==> src/rtl/esm_issue_retire_if.sv <==
// Handshake bundle between the ESM scheduler, the issue/retire block and the
// execution unit. The slave modport is the issue/retire block itself.
interface esm_issue_retire_if #(
    parameter int bs     = 16,
    parameter int regnum = 32
);
    localparam int bs_bits  = $clog2(bs);
    localparam int reg_bits = $clog2(regnum);
    localparam int hc_bits  = $clog2(bs + 1);

    logic                rdy_valid;
    logic [bs_bits-1:0]  rdy_index;
    logic [reg_bits-1:0] rdy_rd;
    logic                rdy_accept;
    logic                issue_valid;
    logic [bs_bits-1:0]  issue_index;
    logic                issue_ready;
    logic                free_valid;
    logic [bs_bits-1:0]  free_index;
    logic                wb_valid;
    logic [reg_bits-1:0] wb_rd;
    logic [hc_bits-1:0]  held_cnt;
    logic                dup_err;

    modport master (
        output rdy_valid, rdy_index, rdy_rd, issue_ready,
        input  rdy_accept, issue_valid, issue_index, free_valid, free_index,
               wb_valid, wb_rd, held_cnt, dup_err
    );

    modport slave (
        input  rdy_valid, rdy_index, rdy_rd, issue_ready,
        output rdy_accept, issue_valid, issue_index, free_valid, free_index,
               wb_valid, wb_rd, held_cnt, dup_err
    );
endinterface

==> src/rtl/esm_issue_retire.sv <==
// In-order issue queue feeding a fixed-latency execution pipe; retiring entries
// free their buffer slot and wake their destination register.
module esm_issue_retire #(
    parameter int bs       = 16,
    parameter int regnum   = 32,
    parameter int Q_DEPTH  = 4,
    parameter int EXEC_LAT = 3
) (
    input  logic               clk,
    input  logic               rst,
    esm_issue_retire_if.slave  bus
);
    localparam int bs_bits  = $clog2(bs);
    localparam int reg_bits = $clog2(regnum);
    localparam int hc_bits  = $clog2(bs + 1);
    localparam int PTR_W    = $clog2(Q_DEPTH);
    localparam int CNT_W    = $clog2(Q_DEPTH + 1);
    localparam logic [hc_bits-1:0] HC_MAX = hc_bits'(Q_DEPTH + EXEC_LAT);

    // Held-count update; clamps at both ends so it can never wrap.
    function automatic logic [hc_bits-1:0] cnt_step(
        input logic [hc_bits-1:0] c,
        input logic               inc,
        input logic               dec
    );
        if (inc && !dec && c != HC_MAX)
            return c + 1'b1;
        else if (dec && !inc && c != '0)
            return c - 1'b1;
        else
            return c;
    endfunction

    logic [bs_bits-1:0]  q_idx [Q_DEPTH];
    logic [reg_bits-1:0] q_rd  [Q_DEPTH];
    logic [PTR_W-1:0]    wr_ptr, rd_ptr;
    logic [CNT_W-1:0]    q_cnt;

    logic                vld_p [1:EXEC_LAT];
    logic [bs_bits-1:0]  idx_p [1:EXEC_LAT];
    logic [reg_bits-1:0] rd_p  [1:EXEC_LAT];

    logic [bs-1:0]       held;
    logic [bs-1:0]       held_after;
    logic [bs-1:0]       push_mask;
    logic [hc_bits-1:0]  held_cnt_r;
    logic                dup_err_r;

    logic q_empty, q_full, push_hs, is_dup, push, pop, retire;

    always_comb begin
        q_empty = (q_cnt == '0);
        q_full  = (q_cnt == CNT_W'(Q_DEPTH));
        push_hs = bus.rdy_valid && !q_full;
        retire  = vld_p[EXEC_LAT];
        // A slot retiring this cycle may be re-pushed in the same cycle.
        held_after = held;
        if (retire)
            held_after[idx_p[EXEC_LAT]] = 1'b0;
        is_dup    = held_after[bus.rdy_index];
        push      = push_hs && !is_dup;
        pop       = !q_empty && bus.issue_ready;
        push_mask = push ? (bs'(1) << bus.rdy_index) : '0;
    end

    always_ff @(posedge clk) begin
        if (rst) begin
            wr_ptr     <= '0;
            rd_ptr     <= '0;
            q_cnt      <= '0;
            held       <= '0;
            held_cnt_r <= '0;
            dup_err_r  <= 1'b0;
            for (int k = 1; k <= EXEC_LAT; k++)
                vld_p[k] <= 1'b0;
        end else begin
            if (push)
                wr_ptr <= wr_ptr + 1'b1;
            if (pop)
                rd_ptr <= rd_ptr + 1'b1;
            if (push && !pop)
                q_cnt <= q_cnt + 1'b1;
            else if (pop && !push)
                q_cnt <= q_cnt - 1'b1;
            held       <= held_after | push_mask;
            held_cnt_r <= cnt_step(held_cnt_r, push, retire);
            dup_err_r  <= dup_err_r | (push_hs && is_dup);
            vld_p[1] <= pop;
            for (int k = 2; k <= EXEC_LAT; k++)
                vld_p[k] <= vld_p[k-1];
        end
    end

    // Data path: queue storage and pipe payload, qualified by the valids above
    always_ff @(posedge clk) begin
        if (push) begin
            q_idx[wr_ptr] <= bus.rdy_index;
            q_rd[wr_ptr]  <= bus.rdy_rd;
        end
        idx_p[1] <= q_idx[rd_ptr];
        rd_p[1]  <= q_rd[rd_ptr];
        for (int k = 2; k <= EXEC_LAT; k++) begin
            idx_p[k] <= idx_p[k-1];
            rd_p[k]  <= rd_p[k-1];
        end
    end

    // Retire stage outputs
    assign bus.rdy_accept  = !q_full;
    assign bus.issue_valid = !q_empty;
    assign bus.issue_index = q_empty ? '0 : q_idx[rd_ptr];
    assign bus.free_valid  = vld_p[EXEC_LAT];
    assign bus.free_index  = vld_p[EXEC_LAT] ? idx_p[EXEC_LAT] : '0;
    assign bus.wb_valid    = vld_p[EXEC_LAT] && (rd_p[EXEC_LAT] != '0);
    assign bus.wb_rd       = bus.wb_valid ? rd_p[EXEC_LAT] : '0;
    assign bus.held_cnt    = held_cnt_r;
    assign bus.dup_err     = dup_err_r;
endmodule
==> src/flat_wrapper.sv <==
// flat-port wrapper written by rule: the top's interface ports become plain ports
module esm_issue_retire_flat 
#(
    parameter int bs       = 16,
    parameter int regnum   = 32,
    parameter int Q_DEPTH  = 4,
    parameter int EXEC_LAT = 3
)
  (clk, rst, bus_rdy_valid, bus_rdy_index, bus_rdy_rd, bus_issue_ready, bus_rdy_accept, bus_issue_valid, bus_issue_index, bus_free_valid, bus_free_index, bus_wb_valid, bus_wb_rd, bus_held_cnt, bus_dup_err);
  esm_issue_retire_if #(.bs(bs), .regnum(regnum)) bus_i ();
  input  logic clk;
  input  logic rst;
  input wire logic [$bits(bus_i.rdy_valid)-1:0] bus_rdy_valid;
  input wire logic [$bits(bus_i.rdy_index)-1:0] bus_rdy_index;
  input wire logic [$bits(bus_i.rdy_rd)-1:0] bus_rdy_rd;
  input wire logic [$bits(bus_i.issue_ready)-1:0] bus_issue_ready;
  output wire logic [$bits(bus_i.rdy_accept)-1:0] bus_rdy_accept;
  output wire logic [$bits(bus_i.issue_valid)-1:0] bus_issue_valid;
  output wire logic [$bits(bus_i.issue_index)-1:0] bus_issue_index;
  output wire logic [$bits(bus_i.free_valid)-1:0] bus_free_valid;
  output wire logic [$bits(bus_i.free_index)-1:0] bus_free_index;
  output wire logic [$bits(bus_i.wb_valid)-1:0] bus_wb_valid;
  output wire logic [$bits(bus_i.wb_rd)-1:0] bus_wb_rd;
  output wire logic [$bits(bus_i.held_cnt)-1:0] bus_held_cnt;
  output wire logic [$bits(bus_i.dup_err)-1:0] bus_dup_err;
  assign bus_i.rdy_valid = bus_rdy_valid;
  assign bus_i.rdy_index = bus_rdy_index;
  assign bus_i.rdy_rd = bus_rdy_rd;
  assign bus_i.issue_ready = bus_issue_ready;
  assign bus_rdy_accept = bus_i.rdy_accept;
  assign bus_issue_valid = bus_i.issue_valid;
  assign bus_issue_index = bus_i.issue_index;
  assign bus_free_valid = bus_i.free_valid;
  assign bus_free_index = bus_i.free_index;
  assign bus_wb_valid = bus_i.wb_valid;
  assign bus_wb_rd = bus_i.wb_rd;
  assign bus_held_cnt = bus_i.held_cnt;
  assign bus_dup_err = bus_i.dup_err;
  esm_issue_retire #(.bs(bs), .regnum(regnum), .Q_DEPTH(Q_DEPTH), .EXEC_LAT(EXEC_LAT)) u_core (.clk(clk), .rst(rst), .bus(bus_i));
endmodule
==> config.mk <==
export PLATFORM = sky130hd
export DESIGN_NAME = esm_issue_retire_flat
export DESIGN_NICKNAME = d
export VERILOG_FILES = /design/src/rtl/esm_issue_retire_if.sv /design/src/rtl/esm_issue_retire.sv /design/src/flat_wrapper.sv
export SDC_FILE = /design/constraint.sdc
export NUM_CORES = 1
export LEC_CHECK = 0
export ABC_CLOCK_PERIOD_IN_PS = 10000
export CAP_MARGIN = 10
export CELL_PAD_IN_SITES_DETAIL_PLACEMENT = 1
export CELL_PAD_IN_SITES_GLOBAL_PLACEMENT = 2
export CORE_ASPECT_RATIO = 0.5
export CORE_UTILIZATION = 41
export DETAILED_ROUTE_END_ITERATION = 6
export PLACE_DENSITY_LB_ADDON = 0.05
export SLEW_MARGIN = 40
export SYNTH_ARGS = -nofsm -noshare
export SYNTH_HDL_FRONTEND = slang
export SYNTH_SLANG_ARGS = --single-unit
==> constraint.sdc <==
create_clock -name clk -period 10 [get_ports clk]
set_input_delay 2 -clock clk [delete_from_list [all_inputs] [get_ports clk]]
set_output_delay 2 -clock clk [all_outputs]
set_load 0.01 [all_outputs]
Word level (Yosys, flattened, before mapping)
Memories as Yosys holds them, arrays and structs flattened. A register that Yosys moved wholly into a read port is not among the register bits.
Cells that the tools add are included.
{ "totals": {"regBits": 29, "ram_bits": 66, "in_bits": 13, "output_inout_bits": 23, "wordCells": 78, "mem_count": 5} }
{ "memory_table": {"columns": ["name", "depth", "word_bits", "rd", "rd_clocked_by_memory_dff", "write_ports", "line", "source"], "rows": [
  ["u_core.q_rd", 4, 5, 1, 1, 1, "esm_issue_retire.sv:35", "logic [reg_bits-1:0] q_rd [Q_DEPTH];"],
  ["u_core.q_idx", 4, 4, 1, 1, 1, "esm_issue_retire.sv:34", "logic [bs_bits-1:0] q_idx [Q_DEPTH];"],
  ["u_core.rd_p", 3, 5, 3, 0, 3, "esm_issue_retire.sv:41", "logic [reg_bits-1:0] rd_p [1:EXEC_LAT];"],
  ["u_core.idx_p", 3, 4, 3, 0, 3, "esm_issue_retire.sv:40", "logic [bs_bits-1:0] idx_p [1:EXEC_LAT];"],
  ["u_core.vld_p", 3, 1, 3, 0, 3, "esm_issue_retire.sv:39", "logic vld_p [1:EXEC_LAT];"]
]} }
{ "classes": {"addsub": 6, "magnitude_cmp": 3, "n_eq_ne": 2, "shift": 1, "n_mux": 25, "bitwise_logic": 7, "reduce_logical": 23} }
{ "ops": {"columns": ["op", "n"], "rows": [
  ["$mux W16", 2],
  ["$and A16 B16 Y16", 1],
  ["$not A16 Y16", 1],
  ["$or A16 B16 Y16", 1],
  ["$shl A1 B4 Y16 const A", 1],
  ["$mux W5", 3],
  ["$logic_and A1 B1 Y1", 12],
  ["$lt A4 B5 Y1 const B", 2],
  ["$mux W1", 10],
  ["$reduce_bool A5 Y1", 2],
  ["$mux W2", 4],
  ["$mux W4", 2],
  ["$logic_not A1 Y1", 6],
  ["$mux W3", 2],
  ["$add A5 B1 Y5 const B", 1],
  ["$ne A5 B3 Y1 const B", 1],
  ["$sub A5 B1 Y5 const B", 1],
  ["$add A2 B1 Y2 const B", 2],
  ["$bmux W1 S4", 1],
  ["$demux W1 S4", 1],
  ["$ge A4 B1 Y1 const B", 1],
  ["$or A1 B1 Y1", 4],
  ["$reduce_bool A2 Y1", 2],
  ["$add A3 B1 Y3 const B", 1],
  ["3 further kinds", 3]
]} }

Logic depth before layout (Yosys ltp)
Gate-level depths: netlist (run 1).
{ "logic_depth": {"word_depth": 16, "ltp_mapped": 16, "ltp_nobuf": 13} }

Least setup slack after synthesis (run 1)
No wires, ideal clock.
{ "synth_path": {"path_type": "in2reg", "from": "input bus_rdy_index[1]", "to": "register u_core.held_cnt_r[4] (netlist: u_core.bus.held_cnt[4])", "setup_time_ns": 0.121, "arrival_time_ns": 4.655, "required_ns": 9.879, "setup_slack_ns": 5.224, "path_stages": 15, "path_buffers": 4, "path_cell_list": "buf_4 clkbuf_1 mux2i_1 nor2_1 o2111a_1 nor3b_2 buf_4 buf_2 nand2_1 ha_1 nor2b_1 o21ai_0 a21boi_0 mux2i_1 mux2_2"} }
{ "synth_via": {"elab_chain_len": 8, "word_cells_on_any_way": 11, "cone_classes": "3 x mux; 8 x reduce/logical"} }
{ "synth_lines": {"columns": ["item", "line", "source"], "rows": [
  ["start: declaration", "flat_wrapper.sv:14", "input wire logic [$bits(bus_i.rdy_index)-1:0] bus_rdy_index;"],
  ["$bmux W1 S4 (*)", "esm_issue_retire.sv:60", "is_dup = held_after[bus.rdy_index];"],
  ["$mux W1 (not written as such) (*)", "esm_issue_retire.sv:60", null],
  ["$logic_not A1 Y1 (*)", "esm_issue_retire.sv:61", "push = push_hs && !is_dup;"],
  ["$logic_and A1 B1 Y1 (*)", "esm_issue_retire.sv:61", null],
  ["named net u_core.push", "esm_issue_retire.sv:49", "logic q_empty, q_full, push_hs, is_dup, push, pop, retire;"],
  ["$logic_not A1 Y1", "esm_issue_retire.sv:28", "else if (dec && !inc && c != '0)"],
  ["$logic_and A1 B1 Y1 (2 in series)", "esm_issue_retire.sv:28", null],
  ["$reduce_bool A2 Y1 (no line)", null, null],
  ["end signal: assignment", "esm_issue_retire.sv:86", "held_cnt_r <= cnt_step(held_cnt_r, push, retire);"],
  ["end: declaration", "esm_issue_retire.sv:46", "logic [hc_bits-1:0] held_cnt_r;"]
]} }
Mark *: on every way through the listed nets, which the timed path passes. The rest lies on a longest branch. The select of a mux whose other input is x is not followed.
A chain may end at the register's enable or synchronous reset.

Worst setup path after layout (run 1)
{ "layout_path": {"from": "input bus_rdy_index[1]", "to": "register u_core.q_cnt[2]"} }
{ "layout_via": {"elab_chain_len": 7, "word_cells_on_any_way": 9, "cone_classes": "3 x mux; 6 x reduce/logical"} }
{ "layout_lines": {"columns": ["item", "line", "source"], "rows": [
  ["$bmux W1 S4 (*)", "esm_issue_retire.sv:60", null],
  ["$mux W1 (not written as such) (*)", "esm_issue_retire.sv:60", null],
  ["$logic_not A1 Y1 (*)", "esm_issue_retire.sv:61", null],
  ["$logic_and A1 B1 Y1 (*)", "esm_issue_retire.sv:61", null],
  ["$logic_not A1 Y1", "esm_issue_retire.sv:83", "else if (pop && !push)"],
  ["$logic_and A1 B1 Y1", "esm_issue_retire.sv:83", null],
  ["$reduce_bool A2 Y1 (no line)", null, null],
  ["end signal: assignment", "esm_issue_retire.sv:82", "q_cnt <= q_cnt + 1'b1;"],
  ["end signal: assignment", "esm_issue_retire.sv:84", "q_cnt <= q_cnt - 1'b1;"],
  ["end: declaration", "esm_issue_retire.sv:37", "logic [CNT_W-1:0] q_cnt;"]
]} }
Every way passes the cells marked *; elsewhere a longest branch is shown, timed or not. The select of a mux whose other input is x is not followed.

==> flow_metrics.tcl, run 1 <==
set metrics [dict create \
    synth-seq-cells 97 \
    final_common_cell "dfxtp_1" \
    gp_congestion 0.858 \
    pwr-share-seq_pct 46.4 \
    fin_ws_ns 4.35 \
    insertion_delay_ns 0.35 \
    r2r-start "u_core.vld_p[0][3]" \
    worstMarginPinSlew_ns 0.808 \
    post_dp_cell_area_um2 4260 \
    cts_root_buf "clkbuf_16" \
    p_leak_nw 1.65 \
    grt_pass1_vias 2645 \
    area_growth_pct 20.2 \
    ctsResizeCount 0 \
    top_level_ports 36 \
    fin_crit_ns 5.65 \
    netlist_top_cells_area "dfxtp_1 (32%), edfxtp_1 (28%), mux4_2 (5.3%)" \
    r2r_slack_ns 6.25 \
    cts.sinks 97 \
    crit_fanout 25 \
    yosysSeqAreaShare_pct 60.4 \
    rsz0062_at_grt "no" \
    antenna_left 0 \
    post_cts_buffers 0 \
    cts_buffers 9 \
    synth_top_area_share_pct 32.1 \
    grtUsageTotal_pct 18.8 \
    place_hpwl_um 5700 \
    die_w_um 138 \
    cts_buffer_depth 2 \
    hp-class "reg -> reg" \
    min_to "u_core.rd_p[0][12]" \
    setup_violations 0 \
    dp_slack_ns 3.99 \
    first_pass_iters 6 \
    fin_crit_sh_pct 56.5 \
    drv_cap 0 \
    rows 24 \
    clk_pin_slew_ns 0.08 \
    htree_levels 3 \
    ys.flop_type "dfxtp_1" \
    async_flop_share_pct 0 \
    internal_power_uw 815 \
    drive_gt1_share_pct 11.2 \
    critPathRequiredTime_ns 10.28 \
    worst_r2r_path_depth 12 \
    drc 4 \
    placement.io_buffers 35 \
    status "complete, but fails checks" \
    critPathLaunchType "input port" \
    yosys.area.top_type "dfxtp_1" \
    max_clock_freq_mhz 177 \
    drt-initial-drc-count 120 \
    violations "DRC" \
    cts_tree "done" \
    synth_cells 310 \
    finalHoldViolCount 0 \
    min_delay_path_depth 0 \
    start_util_pct 43.0 \
    synth_fp_nets 334 \
    grt-ovfl-total 0 \
    cts-hold-fix-buffers 0 \
    yosysWarnings 0 \
    drv_slew 0 \
    critPathCaptureType "register" \
    fp.dieArea_um2 9710 \
    synth-edff-count 36 \
    fillerInstances 908 \
    p_sw_share_pct 31.0 \
    syn_area_um2 3810 \
    tns_ns 0 \
    grt_max_degree 39 \
    p_comb_share_pct 23.4 \
    slew_headroom_pct 46.0 \
    hp-start "u_core.rd_p[0][7]" \
    wl_um 8240 \
    r2r_end "u_core.q_cnt[2]" \
    worst_clock_skew_ns 0.0112 \
    p_per_area_nw_per_um2 258 \
    switchingPower_uw 366 \
    peakVddDrop_uv 153 \
    grt_pass1_wl_um 13500 \
    n_antenna_cell 0 \
    viasPerCell 5.26 \
    worstSetupPathType "in -> reg" \
    coreArea_um2 8860 \
    yosysUniqueCellTypes 44 \
    die_height_um 70.2 \
    cp.arrival_ns 5.94 \
    final_cell_mix "dfxtp_1 (61), edfxtp_1 (36), clkdlybuf4s50_1 (35), nor2_1 (25)" \
    syn_avg_cell_area_um2 12.3 \
    final_cell_area_um2 4580 \
    clockPowerShare_pct 30.2 \
    nets 368 \
    num_vias 2453 \
    routedWlPerCell_um 17.7 \
    antenna_found_initial 0 \
]
## metal layers
metal / wire [µm] / GRT usage (%) / up-vias
li1: - / - / 1185
met1: 3730 / 22.2 / 1218
met2: 4110 / 32.5 / 40
met3: 289 / 5.49 / 10
met4: 116 / 7.62 / 0
met5: 0 / 0 / -
## power groups by stage
| stage | clock (mW) | combinational, mW | sequential, mW |
|---|---|---|---|
| 6_report | 0.357 | 0.277 | 0.548 |
| 5_1_grt | 0.384 | 0.305 | 0.560 |
| 4_1_cts | 0.370 | 0.281 | 0.550 |
| 3_5_place_dp | 0 | 0.279 | 0.559 |
| 3_3_place_gp | 0 | 0.271 | 0.554 |
| 2_1_floorplan | 0 | 0.189 | 0.533 |
## cell families after synthesis
family / count (synthesis) / synth area share, %
flip-flops: 97 / 60.4
AND/OR/NAND/NOR: 92 / 12.9
AO/OA/AOI/OAI: 54 / 8.47
buffers and inverters: 26 / 2.82
multiplexers: 22 / 9.49
adder cells (fa/ha/maj): 11 / 4.01
XOR/XNOR: 8 / 1.84
## cell type report
cell class	count	area (µm²)	share of cell area, %
Sequential cell	97	2300	50.3
Multi-Input combinational cell	187	1400	30.6
Timing Repair Buffer	37	365	7.98
Clock buffer	9	225	4.92
Tap cell	117	146	3.20
Clock inverter	7	96.3	2.10
Inverter	12	45.0	0.983
## sequential cells by signal, indices dropped and copies added, names as in the netlist, named ones only
signal and cells:
u_core.held 16, u_core.bus.held_cnt 5, u_core.bus.dup_err 1, u_core.q_cnt 3, u_core.wr_ptr 2, u_core.rd_p 15, u_core.vld_p 3, u_core.idx_p 12
u_core.q_idx 16, u_core.rd_ptr 2, u_core.q_rd 20
## worst max path at each step
stage / start / end / slack, ns
after floorplan: bus_rdy_index[1] / u_core.bus.held_cnt[4] / 5.22
after global placement: bus_rdy_index[1] / u_core.q_cnt[2] / 4.26
after detailed placement: bus_rdy_index[1] / u_core.q_cnt[2] / 3.99
after CTS: bus_rdy_index[1] / u_core.q_cnt[2] / 4.38
after global routing: bus_rdy_index[1] / u_core.q_cnt[2] / 4.09
final: bus_rdy_index[1] / u_core.q_cnt[2] / 4.35
## critical path: stages
cell and delay (ns):
clkdlybuf4s50_1 0.99, xor2_1 0.24, o311ai_0 0.46, nand4_1 0.17
o2111a_1 0.21, nor3b_2 0.20, buf_4 0.33, ha_1 0.26
inv_1 0.07, fa_1 0.37, xor2_1 0.16, or3_1 0.31
a21oi_1 0.15
## stage by stage
step,utilization [%],instances,power (mW),hold slack [ns]
after CTS,51.7,466,1.20,0.332
after global routing,51.7,466,1.25,0.334
after floorplan,-,310,0.722,0.310
after global placement,48.1,450,0.825,0.310
after detailed placement,48.1,450,0.838,0.313
final,51.7,466,1.18,0.329
## cell usage after synthesis, types with 2 or more instances
library cell,number
nor3_1,2
and3_1,2
xor2_1,6
o21ai_0,17
o211ai_1,5
buf_2,2
clkbuf_1,9
mux4_2,9
and2_1,18
ha_1,9
nor2b_1,8
dfxtp_1,61
a21oi_1,18
fa_1,2
nand2b_1,2
mux2i_1,4
inv_1,12
edfxtp_1,36
or3_1,2
a21boi_0,2
nand4_1,5
nand3b_1,3
buf_4,2
nor2_1,25
a41oi_1,2
xnor2_1,2
mux2_2,4
a31oi_1,2
mux2_4,4
o21a_1,2
nand3_1,15
nand2_1,6
(Power assumes the default switching activity.)
==> run 2: changes to the inputs <==
--- a/config.mk
+++ b/config.mk
@@ -5,12 +5,12 @@
 export SDC_FILE = /design/constraint.sdc
 export NUM_CORES = 1
 export LEC_CHECK = 0
-export ABC_CLOCK_PERIOD_IN_PS = 10000
+export ABC_CLOCK_PERIOD_IN_PS = 5200
 export CAP_MARGIN = 10
 export CELL_PAD_IN_SITES_DETAIL_PLACEMENT = 1
 export CELL_PAD_IN_SITES_GLOBAL_PLACEMENT = 2
 export CORE_ASPECT_RATIO = 0.5
-export CORE_UTILIZATION = 41
+export CORE_UTILIZATION = 35
 export DETAILED_ROUTE_END_ITERATION = 6
 export PLACE_DENSITY_LB_ADDON = 0.05
 export SLEW_MARGIN = 40
==> constraint.sdc (replaced) <==
create_clock -name clk -period 5.2 [get_ports clk]
set_input_delay 1.04 -clock clk [delete_from_list [all_inputs] [get_ports clk]]
set_output_delay 1.04 -clock clk [all_outputs]
set_load 0.01 [all_outputs]
==> flow_metrics.tcl, run 2 (synthesis results as in run 1) <==
set metrics [dict create \
    dp_slack_ns 0.449 \
    grt_pass1_vias 2534 \
    ctsResizeCount 0 \
    drt-initial-drc-count 132 \
    top_level_ports 36 \
    crit_fanout 12 \
    area_growth_pct 20.9 \
    grt-ovfl-total 0 \
    viasPerCell 5.05 \
    timing.hold.ws_ns 0.329 \
    worst_clock_skew_ns 0.0133 \
    largest_register "u_core.q_rd" \
    setup_violations 0 \
    critPathRequiredTime_ns 5.43 \
    cp.arrival_ns 4.63 \
    nets 372 \
    drc 0 \
    p_per_area_nw_per_um2 485 \
    fillerInstances 1103 \
    grt_max_degree 39 \
    post_cts_buffers 0 \
    placement.io_buffers 35 \
    peakVddDrop_uv 172 \
    largest_reg_flops 20 \
    cts_buffer_depth 2 \
    wl_um 8810 \
    drv_slew 0 \
    final_common_cell "dfxtp_1" \
    critPathLaunchType "input port" \
    max_clock_freq_mhz 227 \
    antenna_left 0 \
    die_height_um 75.8 \
    cts.sinks 97 \
    cts_root_buf "clkbuf_16" \
    hp-class "reg -> reg" \
    worstSetupPathType "in -> reg" \
    drv_cap 0 \
    worstMarginPinSlew_ns 0.690 \
    rsz0062_at_grt "no" \
    reg_top3 "u_core.q_rd (20), u_core.held (16), u_core.q_idx (16)" \
    seq_area_um2 2300 \
    cts_tree "done" \
    num_vias 2493 \
    fp.dieArea_um2 11300 \
    place_hpwl_um 6150 \
    die_w_um 150 \
    tns_ns 0 \
    rows 26 \
    grt_pass1_wl_um 14100 \
    routedWlPerCell_um 17.8 \
    finalHoldViolCount 0 \
    fin_crit_ns 4.41 \
    r2r_slack_ns 1.63 \
    multi_input_comb_area_um2 1400 \
    power_mw 2.23 \
    htree_levels 3 \
    grtUsageTotal_pct 17.3 \
    antenna_found_initial 0 \
    insertion_delay_ns 0.35 \
    gp_congestion 0.783 \
    slew_headroom_pct 53.9 \
    status "completed" \
    first_pass_iters 4 \
    start_util_pct 36.7 \
    final_cell_mix "dfxtp_1 (61), edfxtp_1 (36), clkdlybuf4s50_1 (35), nor2_1 (25)" \
    p_leak_nw 1.65 \
    coreArea_um2 10400 \
    cts-hold-fix-buffers 0 \
    clk_pin_slew_ns 0.07 \
    cts_buffers 9 \
    critPathCaptureType "register" \
    fin_crit_sh_pct 84.7 \
    drive_gt1_share_pct 11.9 \
    fin_ws_ns 0.794 \
]
run 2: cell count changes in the layout (fill, tap and decap cells not counted), sizes merged:
cell and change:
buf +4, clkinv -1, clkinvlp +2, diode +1
inv -1
run 2: worst max-delay path: stages:
cell             delay (ns)
clkdlybuf4s50_1        0.78
xor2_1                 0.21
o311ai_0               0.46
nand4_1                0.15
o2111a_1               0.20
nor3b_2                0.29
nand2_1                0.19
ha_1                   0.33
nor2b_1                0.13
o21ai_0                0.21
a21boi_0               0.12
mux2i_1                0.16
mux2_2                 0.35
run 2: cell type report:
cell class	instances	share of cell area (%)
Tap cell	140	3.80
Inverter	12	0.978
Timing Repair Buffer	41	8.58
Antenna cell	1	0.0543
Clock inverter	7	1.33
Sequential cell	97	50.0
Clock buffer	9	4.89
Multi-Input combinational cell	187	30.4
run 2: power by group:
| part | switching (mW) | internal (mW) |
|---|---|---|
| registers | 0.114 | 0.944 |
| clock network | 0.305 | 0.334 |
| logic | 0.262 | 0.275 |
run 2: worst paths after layout:
path,from,endpoint,cells after the start
max,bus_rdy_index[1],u_core.bus.held_cnt[4],13
max reg2reg,u_core.vld_p[0][3],u_core.bus.held_cnt[4],13
min,u_core.idx_p[0][10],u_core.idx_p[0][14],0
min reg2reg,u_core.idx_p[0][10],u_core.idx_p[0][14],0
run 2: metal layers:
| layer | vias up | global-route usage (%) | part of all wire [%] |
|---|---|---|---|
| met1 | 1268 | 22.8 | 48 |
| met3 | 2 | 4.73 | 2.9 |
| met2 | 35 | 28.0 | 49 |
| li1 | 1188 | - | - |
| met4 | 0 | 5.56 | 0.28 |
| met5 | - | 0 | 0 |
run 2: through the flow:
step           utilization (%)  area [µm²]  cells
3_5_place_dp              41.6        4320    477
2_1_floorplan                -        3810    310
5_1_grt                   44.4        4600    493
6_report                  44.4        4610    494
4_1_cts                   44.4        4600    493
3_3_place_gp              41.6        4320    477
==> run 3: changes to the inputs <==
--- a/config.mk
+++ b/config.mk
@@ -5,7 +5,7 @@
 export SDC_FILE = /design/constraint.sdc
 export NUM_CORES = 1
 export LEC_CHECK = 0
-export ABC_CLOCK_PERIOD_IN_PS = 5200
+export ABC_CLOCK_PERIOD_IN_PS = 3700
 export CAP_MARGIN = 10
 export CELL_PAD_IN_SITES_DETAIL_PLACEMENT = 1
 export CELL_PAD_IN_SITES_GLOBAL_PLACEMENT = 2
==> constraint.sdc (replaced) <==
create_clock -name clk -period 3.7 [get_ports clk]
set_input_delay 0.74 -clock clk [delete_from_list [all_inputs] [get_ports clk]]
set_output_delay 0.74 -clock clk [all_outputs]
set_load 0.01 [all_outputs]
==> flow_metrics.tcl, run 3 (synthesis results as in run 1) <==
set metrics [dict create \
    grt-busiest-layer "met2" \
    internal_power_mw 2.32 \
    placement.io_buffers 35 \
    fillerInstances 1074 \
    peakVddDrop_uv 233 \
    switchingPower_uw 979 \
    worstSetupPathType "in -> reg" \
    final_cell_mix "dfxtp_1 (61), edfxtp_1 (36), clkdlybuf4s50_1 (33), nor2_1 (25), buf_4 (23)" \
    use_met2_pct 28.9 \
    max_clock_freq_mhz 298 \
    grt_pass1_wl_um 13900 \
    post_dp_cell_area_um2 4520 \
    crit_fanout 10 \
    tns_ns 0 \
    hp-class "reg -> reg" \
    fin_crit_ns 3.35 \
    num_vias 2534 \
    worst-path-buf-inv 3 \
    coreArea_um2 10400 \
    clockPowerShare_pct 29.7 \
    antenna_left 0 \
    cp.arrival_ns 3.59 \
    nets 393 \
    drt-initial-drc-count 131 \
    worst_clock_skew_ns 0.0121 \
    first_pass_iters 4 \
    area_growth_pct 27.1 \
    cts.sinks 97 \
    die_w_um 150 \
    place_hpwl_um 6430 \
    setup_violations 0 \
    reg_top3 "u_core.q_rd (20), u_core.held (16), u_core.q_idx (16)" \
    p_comb_share_pct 25.3 \
    start_util_pct 36.7 \
    finalHoldViolCount 0 \
    largest_reg_flops 20 \
    critPathLaunchType "input port" \
    fin_crit_sh_pct 90.6 \
    p_per_area_nw_per_um2 681 \
    insertion_delay_ns 0.35 \
    die_height_um 75.8 \
    drv_cap 0 \
    final_common_cell "dfxtp_1" \
    cts_buffers 9 \
    wl_um 8810 \
    top_level_ports 36 \
    cts_root_buf "clkbuf_16" \
    clk_pin_slew_ns 0.07 \
    critPathRequiredTime_ns 3.93 \
    rsz0062_at_grt "no" \
    gp_congestion 0.784 \
    grtUsageTotal_pct 17.0 \
    drive_gt1_share_pct 17.4 \
    largest_register "u_core.q_rd" \
    htree_levels 3 \
    path_cells "clkdlybuf4s50_1, buf_4, nor2b_1, o211ai_1, nand4_1, and3_1, nor3b_2, nand2_1, inv_1, fa_1, nor2b_1, o21ai_0, and3_1, mux2i_1, mux2_2" \
    cts_buffer_depth 2 \
    routedWlPerCell_um 17.1 \
    grtUsageMet3_pct 4.97 \
    met1_usage_pct 21.1 \
    fp.dieArea_um2 11300 \
    final_cell_area_um2 4840 \
    grt_pass1_vias 2567 \
    grt-ovfl-total 0 \
    finish.utilization_pct 46.7 \
    crit_family "simple AND/OR/NAND/NOR gates" \
    slew_headroom_pct 56.8 \
    cts_tree "done" \
    status "completed" \
    p_leak_nw 1.79 \
    power_mw 3.30 \
    critPathSlowestCell "clkdlybuf4s50_1" \
    p_sw_share_pct 29.7 \
    slowest_delay_ns 0.46 \
    drv_slew 0 \
    rows 26 \
    grt_max_degree 27 \
    drc 0 \
    pwr-share-seq_pct 45.0 \
    n_antenna_cell 0 \
    cts-hold-fix-buffers 0 \
    antenna_found_initial 0 \
    critPathCaptureType "register" \
    viasPerCell 4.93 \
    worstMarginPinSlew_ns 0.648 \
]
run 3: stage by stage:
step                      hold slack [ns]  instances  setup slack [ns]
after CTS                           0.330        514             0.105
after detailed placement            0.313        498            -0.271
after floorplan                     0.310        310             0.184
final                               0.329        514             0.348
after global routing                0.335        514             0.137
after global placement              0.311        498            -0.147
run 3: worst reg2reg max path, stage by stage (launching register included):
cell and delay [ns]:
dfxtp_1 0.46, nand3_1 0.29, o311ai_1 0.36, nand4_1 0.15
and3_1 0.19, nor3b_2 0.22, nand2_1 0.13, ha_1 0.31
nor2b_1 0.13, o21ai_0 0.22, a21boi_0 0.12, mux2i_1 0.16
mux2_2 0.34
run 3: area by class of cell:
class	instances	area, µm²	share of cell area (%)
Sequential cell	97	2300	47.5
Clock inverter	7	95.1	1.96
Tap cell	140	175	3.62
Inverter	12	45.0	0.930
Timing Repair Buffer	62	601	12.4
Clock buffer	9	225	4.65
Multi-Input combinational cell	187	1400	28.9
run 3: what timing repair did:
action	4_1_cts	5_1_grt
endpoints found under the hold margin	0	0
endpoints found under the setup margin	0	3
gates resized for setup	0	1
setup buffers	0	0
run 3: worst paths after layout:
kind | start | to | slack (ns) | cells past startpoint
hold / removal | u_core.idx_p[0][4] | u_core.idx_p[0][8] | 0.33 | 0
setup reg to reg | u_core.vld_p[0][3] | u_core.bus.held_cnt[4] | 0.50 | 12
hold reg to reg | u_core.idx_p[0][4] | u_core.idx_p[0][8] | 0.33 | 0
setup / recovery | bus_rdy_index[0] | u_core.bus.held_cnt[4] | 0.35 | 15
run 3: routing by layer:
metal	up-vias	share of wire (%)
li1	1233	-
met4	0	0.69
met1	1268	48
met2	28	49
met5	-	0
met3	5	2.5
run 3: power by group through the flow:
stage / logic, mW / registers [mW] / clock network, mW
5_1_grt: 0.919 / 1.52 / 1.06
4_1_cts: 0.850 / 1.49 / 1.03
3_5_place_dp: 0.845 / 1.51 / 0
6_report: 0.835 / 1.48 / 0.980
3_3_place_gp: 0.816 / 1.50 / 0
2_1_floorplan: 0.511 / 1.44 / 0
